**config.mk**
```make
export PLATFORM = sky130hd
export DESIGN_NAME = regfile_arbiter
export DESIGN_NICKNAME = d
export VERILOG_FILES = /design/src/rtl/regfile_arbiter_pkg.sv /design/src/rtl/regfile_arb_pick.sv /design/src/rtl/regfile_arbiter.sv
export SDC_FILE = /design/constraint.sdc
export NUM_CORES = 1
export LEC_CHECK = 0
export ABC_CLOCK_PERIOD_IN_PS = 3070
export BUFFER_PORTS_ARGS = -buffer_cell sky130_fd_sc_hd__buf_4
export CAP_MARGIN = 20
export CORE_UTILIZATION = 47
export DETAILED_ROUTE_END_ITERATION = 16
export GPL_TIMING_DRIVEN = 0
export PLACE_DENSITY_LB_ADDON = 0.08
export SYNTH_ARGS = -nofsm -noshare
export SYNTH_HDL_FRONTEND = slang
export SYNTH_SLANG_ARGS = --single-unit
```
**constraint.sdc**
```tcl
create_clock -name clk -period 3.07 [get_ports clk]
set_input_delay 0.4605 -clock clk [delete_from_list [all_inputs] [get_ports clk]]
set_output_delay 0.4605 -clock clk [all_outputs]
set_load 0.005 [all_outputs]
```
**src/rtl/regfile_arbiter_pkg.sv**
```systemverilog
// Shared definitions for the two-port register-file arbiter: FSM encoding,
// port identifiers and the default write-protected register address.
package regfile_arbiter_pkg;

    typedef enum logic [1:0] {
        ST_IDLE   = 2'd0,
        ST_ACCESS = 2'd1,
        ST_ACK    = 2'd2
    } state_e;

    localparam logic PORT0 = 1'b0;
    localparam logic PORT1 = 1'b1;

    localparam logic [3:0] ZERO_ADDR_DEFAULT = 4'd15;

endpackage

```
**src/rtl/regfile_arb_pick.sv**
```systemverilog
// Winner selection between the core (port 0) and debug (port 1) requesters.
// REGFILE_ARB_RR_EN selects round-robin on contention; otherwise port 0 always wins.
module regfile_arb_pick
    import regfile_arbiter_pkg::*;
(
    input  logic req0,
    input  logic req1,
    input  logic last_win,
    output logic winner
);

    // With no request the output is a don't-care; last_win keeps it stable.
    always_comb begin
        winner = last_win;
        if (req0 && req1) begin
`ifdef REGFILE_ARB_RR_EN
            winner = ~last_win;
`else
            winner = PORT0;
`endif
        end else if (req0) begin
            winner = PORT0;
        end else if (req1) begin
            winner = PORT1;
        end
    end

endmodule

```
**src/rtl/regfile_arbiter.sv**
```systemverilog
// Two-port register-file access arbiter: IDLE -> ACCESS -> ACK per transfer.
// Define REGFILE_ARB_RR_EN for round-robin arbitration (default: fixed priority).
module regfile_arbiter
    import regfile_arbiter_pkg::*;
#(
    parameter int            AW        = 4,
    parameter int            DW        = 8,
    parameter logic [AW-1:0] ZERO_ADDR = AW'(ZERO_ADDR_DEFAULT)
) (
    input  logic          clk,
    input  logic          rst_n,
    input  logic          req0,
    input  logic          req1,
    input  logic          we0,
    input  logic          we1,
    input  logic [AW-1:0] addr0,
    input  logic [AW-1:0] addr1,
    input  logic [DW-1:0] wdata0,
    input  logic [DW-1:0] wdata1,
    output logic          ack0,
    output logic          ack1,
    output logic [DW-1:0] rdata,
    output logic          err,
    output logic          busy,
    output logic          we_reg,
    output logic [AW-1:0] addr_reg,
    output logic [DW-1:0] data_reg,
    input  logic [DW-1:0] out_reg
);

    state_e        state_q, state_d;
    logic          cmd_we_q, cmd_we_d;
    logic [AW-1:0] cmd_addr_q, cmd_addr_d;
    logic [DW-1:0] cmd_wdata_q, cmd_wdata_d;
    logic          win_q, win_d;
    logic [DW-1:0] rdata_q, rdata_d;
    logic          last_win;
    logic          pick;
    logic          grant;
    logic          blocked;

`ifdef REGFILE_ARB_RR_EN
    logic last_win_q, last_win_d;
    assign last_win = last_win_q;
`else
    assign last_win = PORT1;
`endif

    regfile_arb_pick u_pick (
        .req0     (req0),
        .req1     (req1),
        .last_win (last_win),
        .winner   (pick)
    );

    assign grant   = (state_q == ST_IDLE) && (req0 || req1);
    assign blocked = cmd_we_q && (cmd_addr_q == ZERO_ADDR);

    always_ff @(posedge clk or negedge rst_n) begin
        if (!rst_n) begin
            state_q <= ST_IDLE;
        end else begin
            state_q <= state_d;
        end
    end

    always_comb begin
        state_d = state_q;
        case (state_q)
            ST_IDLE:   if (req0 || req1) state_d = ST_ACCESS;
            ST_ACCESS: state_d = ST_ACK;
            ST_ACK:    state_d = ST_IDLE;
            default:   state_d = ST_IDLE;
        endcase
    end

    // Outputs are decoded from state alone, so an async reset clears them at once.
    always_comb begin
        busy     = (state_q != ST_IDLE);
        we_reg   = (state_q == ST_ACCESS) && cmd_we_q && !blocked;
        ack0     = (state_q == ST_ACK) && (win_q == PORT0);
        ack1     = (state_q == ST_ACK) && (win_q == PORT1);
        err      = (state_q == ST_ACK) && blocked;
        addr_reg = cmd_addr_q;
        data_reg = cmd_wdata_q;
        rdata    = rdata_q;
    end

    always_comb begin
        cmd_we_d    = cmd_we_q;
        cmd_addr_d  = cmd_addr_q;
        cmd_wdata_d = cmd_wdata_q;
        win_d       = win_q;
        rdata_d     = rdata_q;
`ifdef REGFILE_ARB_RR_EN
        last_win_d  = last_win_q;
`endif
        if (grant) begin
            win_d       = pick;
            cmd_we_d    = (pick == PORT1) ? we1    : we0;
            cmd_addr_d  = (pick == PORT1) ? addr1  : addr0;
            cmd_wdata_d = (pick == PORT1) ? wdata1 : wdata0;
`ifdef REGFILE_ARB_RR_EN
            last_win_d  = pick;
`endif
        end
        // Captured before any write lands, so a write returns the old contents.
        if (state_q == ST_ACCESS) begin
            rdata_d = out_reg;
        end
    end

    always_ff @(posedge clk or negedge rst_n) begin
        if (!rst_n) begin
            cmd_we_q    <= 1'b0;
            cmd_addr_q  <= '0;
            cmd_wdata_q <= '0;
            win_q       <= PORT0;
            rdata_q     <= '0;
`ifdef REGFILE_ARB_RR_EN
            last_win_q  <= PORT1;
`endif
        end else begin
            cmd_we_q    <= cmd_we_d;
            cmd_addr_q  <= cmd_addr_d;
            cmd_wdata_q <= cmd_wdata_d;
            win_q       <= win_d;
            rdata_q     <= rdata_d;
`ifdef REGFILE_ARB_RR_EN
            last_win_q  <= last_win_d;
`endif
        end
    end

endmodule
```
==> metrics.txt <==
vias in the first global route=roughly 900; Hold Path Class=input pin to asynchronous set/reset pin; syn_area_per_cell=~13 µm²; Critical Path RT=approximately 2.6 ns; H-tree depth=1; Routed Antenna Nets=0; Area contributors post-synth=dfrtp_1 (51%), mux2_4 (23%), mux2_2 (7.6%); Fmax=approximately 500 MHz; Initial Util=51.53%; final setup TNS=0 ns; die area=0.002723 mm²; Final #Nets=195; CP max stage delay=~0.44 ns; Site Rows=17; critical path peak fanout=10; initial antenna violation count=0; num ports=63; Clock Latency Late Sink=0.30 ns; GR Util met2=approximately 36%; post-route insts no fill=183; # port buffers=61; CP max stage cell=dfrtp_1; clock-pin slew on the worst setup and hold paths=0.12 ns; startpoint types=flop; post-CTS sizing=0; first-pass GRT wire length=3836 µm; drt drc=0; clock skew=0.002817 ns; MaxCap Viol Count=0; final instance area=roughly 0.0017 mm²; Logic pwr share=50.5%; GRT Util Overall=19.75%; Mapped Area=0.001184 mm²; unrepaired setup endpoints after global routing=no; met1 Use GR=between 20% and 30%; Initial DRT Pass Iterations=2; via density per instance=5.000; Critical Path, Cell by Cell=nand2b_1 > buf_2 > inv_2 > and3_1 > buf_4; critical path endpoint category=output pin; Max IR drop VDD=between 400 and 500 µV; Synth cell types=19; Clock Sinks=24; Lkg Pwr=~0.91 nW; gpl congestion=0.6400; Detailed Route WL=~2400 µm; Syn-to-layout area delta=43.55%; die width=52.19 µm; DR iter-0 viols=12; Net Sw Frac=31.86%; Power Density=between 800 and 900 mW/mm²; largest net degree at the start of global routing=25; Critical Path AT=1.51 ns; placed cell count=180; DP Area=0.001677 mm²; Top Usage Layer GRT=met2; Worst-Margin Slew=0.3021 ns; Mapped Nets=129; clock share of power=approximately 9%; grt met3 use=2.609%; setup violators final=0; Top delay family on crit path=buffers and inverters; headroom to the max-slew limit=79.86%; critical path class=flop to output pin; # diodes=0; clk buf depth=2; Layout Utilization=73.97%; CTS Hold Bufs=0; switching power=around 460 µW; DP HPWL=roughly 1900 µm; Final period util=roughly 64%; Flop pwr share=between 40 and 50%; TritonCTS buffer count=3; Ys Warns=0; Seq/Total Area, Yosys=between 50% and 60%; Hold Fails Final Rpt=0; routed length per instance=13.04 µm; CORE AREA=roughly 0.0023 mm²; CP bufs+invs=3; Post CTS Setup Buffer Count=0; share of layout cells above drive strength 1=62.58%; fin. max-slew vios=0; Syn Inst Count=91; Yosys reg bits=24; TritonCTS clock tree=done; status=completed; crit path time final=1.966 ns; grt ovf=0; via count=915; Root Buffer=clkbuf_4; post-synth top area share=50.74%; largest area contributor in the netlist=dfrtp_1; P_int=981.6 µW; Die Y=52.19 µm
-- worst reg2reg max path, cell delays in order (launching register included) --
cell and delay [ns]:
dfrtp_1 0.44, nor2_2 0.20, o21a_4 0.19, buf_6 0.18, mux2_4 0.32
-- metrics by stage --
| step | total power [mW] | hold slack [ns] | setup slack [ns] |
|---|---|---|---|
| global route | 1.546 | 0.02956 | 1.017 |
| CTS | 1.456 | 0.03243 | 1.108 |
| global placement | 1.290 | 0.3680 | 1.477 |
| floorplan | 0.9730 | 0.1649 | 1.645 |
| detailed placement | 1.325 | 0.3730 | 1.459 |
| finish | 1.440 | 0.03585 | 1.104 |
-- layout make-up --
| type | instances | area (µm²) |
|---|---|---|
| buffer | 4 | 47.55 |
| clock buffer | 3 | 22.52 |
| fill | 154 | 598.1 |
| inverter | 2 | 7.507 |
| multi-input combinational | 61 | 528.0 |
| sequential | 24 | 600.6 |
| tap | 28 | 35.03 |
| timing repair buffer | 61 | 457.9 |
-- cells by family (layout without fill, tap and decap cells) --
logic type | Yosys count | in the layout | share of synthesized area (%)
simple gates | 32 | 32 | 12.05
flops | 24 | 24 | 50.74
mux | 26 | 26 | 30.44
compound gates | 3 | 3 | 2.114
buf+inv | 6 | 70 | 4.650
-- layer usage --
layer / up-vias / routed length, µm
li1: 435 / -
met1: 433 / 1002
met2: 43 / 1198
met3: 4 / 148
met4: 0 / 36
met5: - / 0
-- power by group through the flow --
stage          clock (mW)  combinational, mW  sequential [mW]
6_report            0.129              0.727            0.584
5_1_grt             0.146              0.798            0.602
4_1_cts             0.135              0.737            0.584
3_5_place_dp            0              0.738            0.588
3_3_place_gp            0              0.709            0.581
2_1_floorplan           0              0.388            0.585
-- path summary, 6_finish.rpt --
path                       startpoint          end  slack (ns)  cells after the start
setup / recovery           state_q[1]       we_reg        1.10                      5
hold / removal                  rst_n  addr_reg[0]        0.04                      1
setup reg to reg           state_q[0]  data_reg[5]        1.64                      4
hold reg to reg              rdata[7]     rdata[7]        0.50                      2
max in group asynchronous       rst_n   state_q[0]        2.81                      1
min in group clk           out_reg[1]     rdata[1]        0.34                      3
-- cells in the final DEF (no fill, tap or decap) --
master     n
nor2_2     1
and3_1     1
buf_2      1
inv_1      1
mux2_4    18
buf_6      2
nand4_1    1
nor2_1     1
clkbuf_4   3
mux2_2     8
nand2_1   24
nand2b_1   1
dfrtp_1   24
nor3b_1    1
o21a_4     1
inv_2      1
and3b_1    1
buf_12     1
nand3b_1   1
buf_4     61
a21oi_1    2
-- cells in the mapped netlist --
library cell,n
inv_1,1
dfrtp_1,24
nand2_1,24
nor2_1,1
nand4_1,1
buf_6,2
nor2_2,1
nor3b_1,1
mux2_4,18
o21a_4,1
inv_2,1
buf_2,1
nand3b_1,1
and3_1,1
mux2_2,8
and3b_1,1
a21oi_1,2
buf_12,1
nand2b_1,1
(Power assumes the default switching activity.)
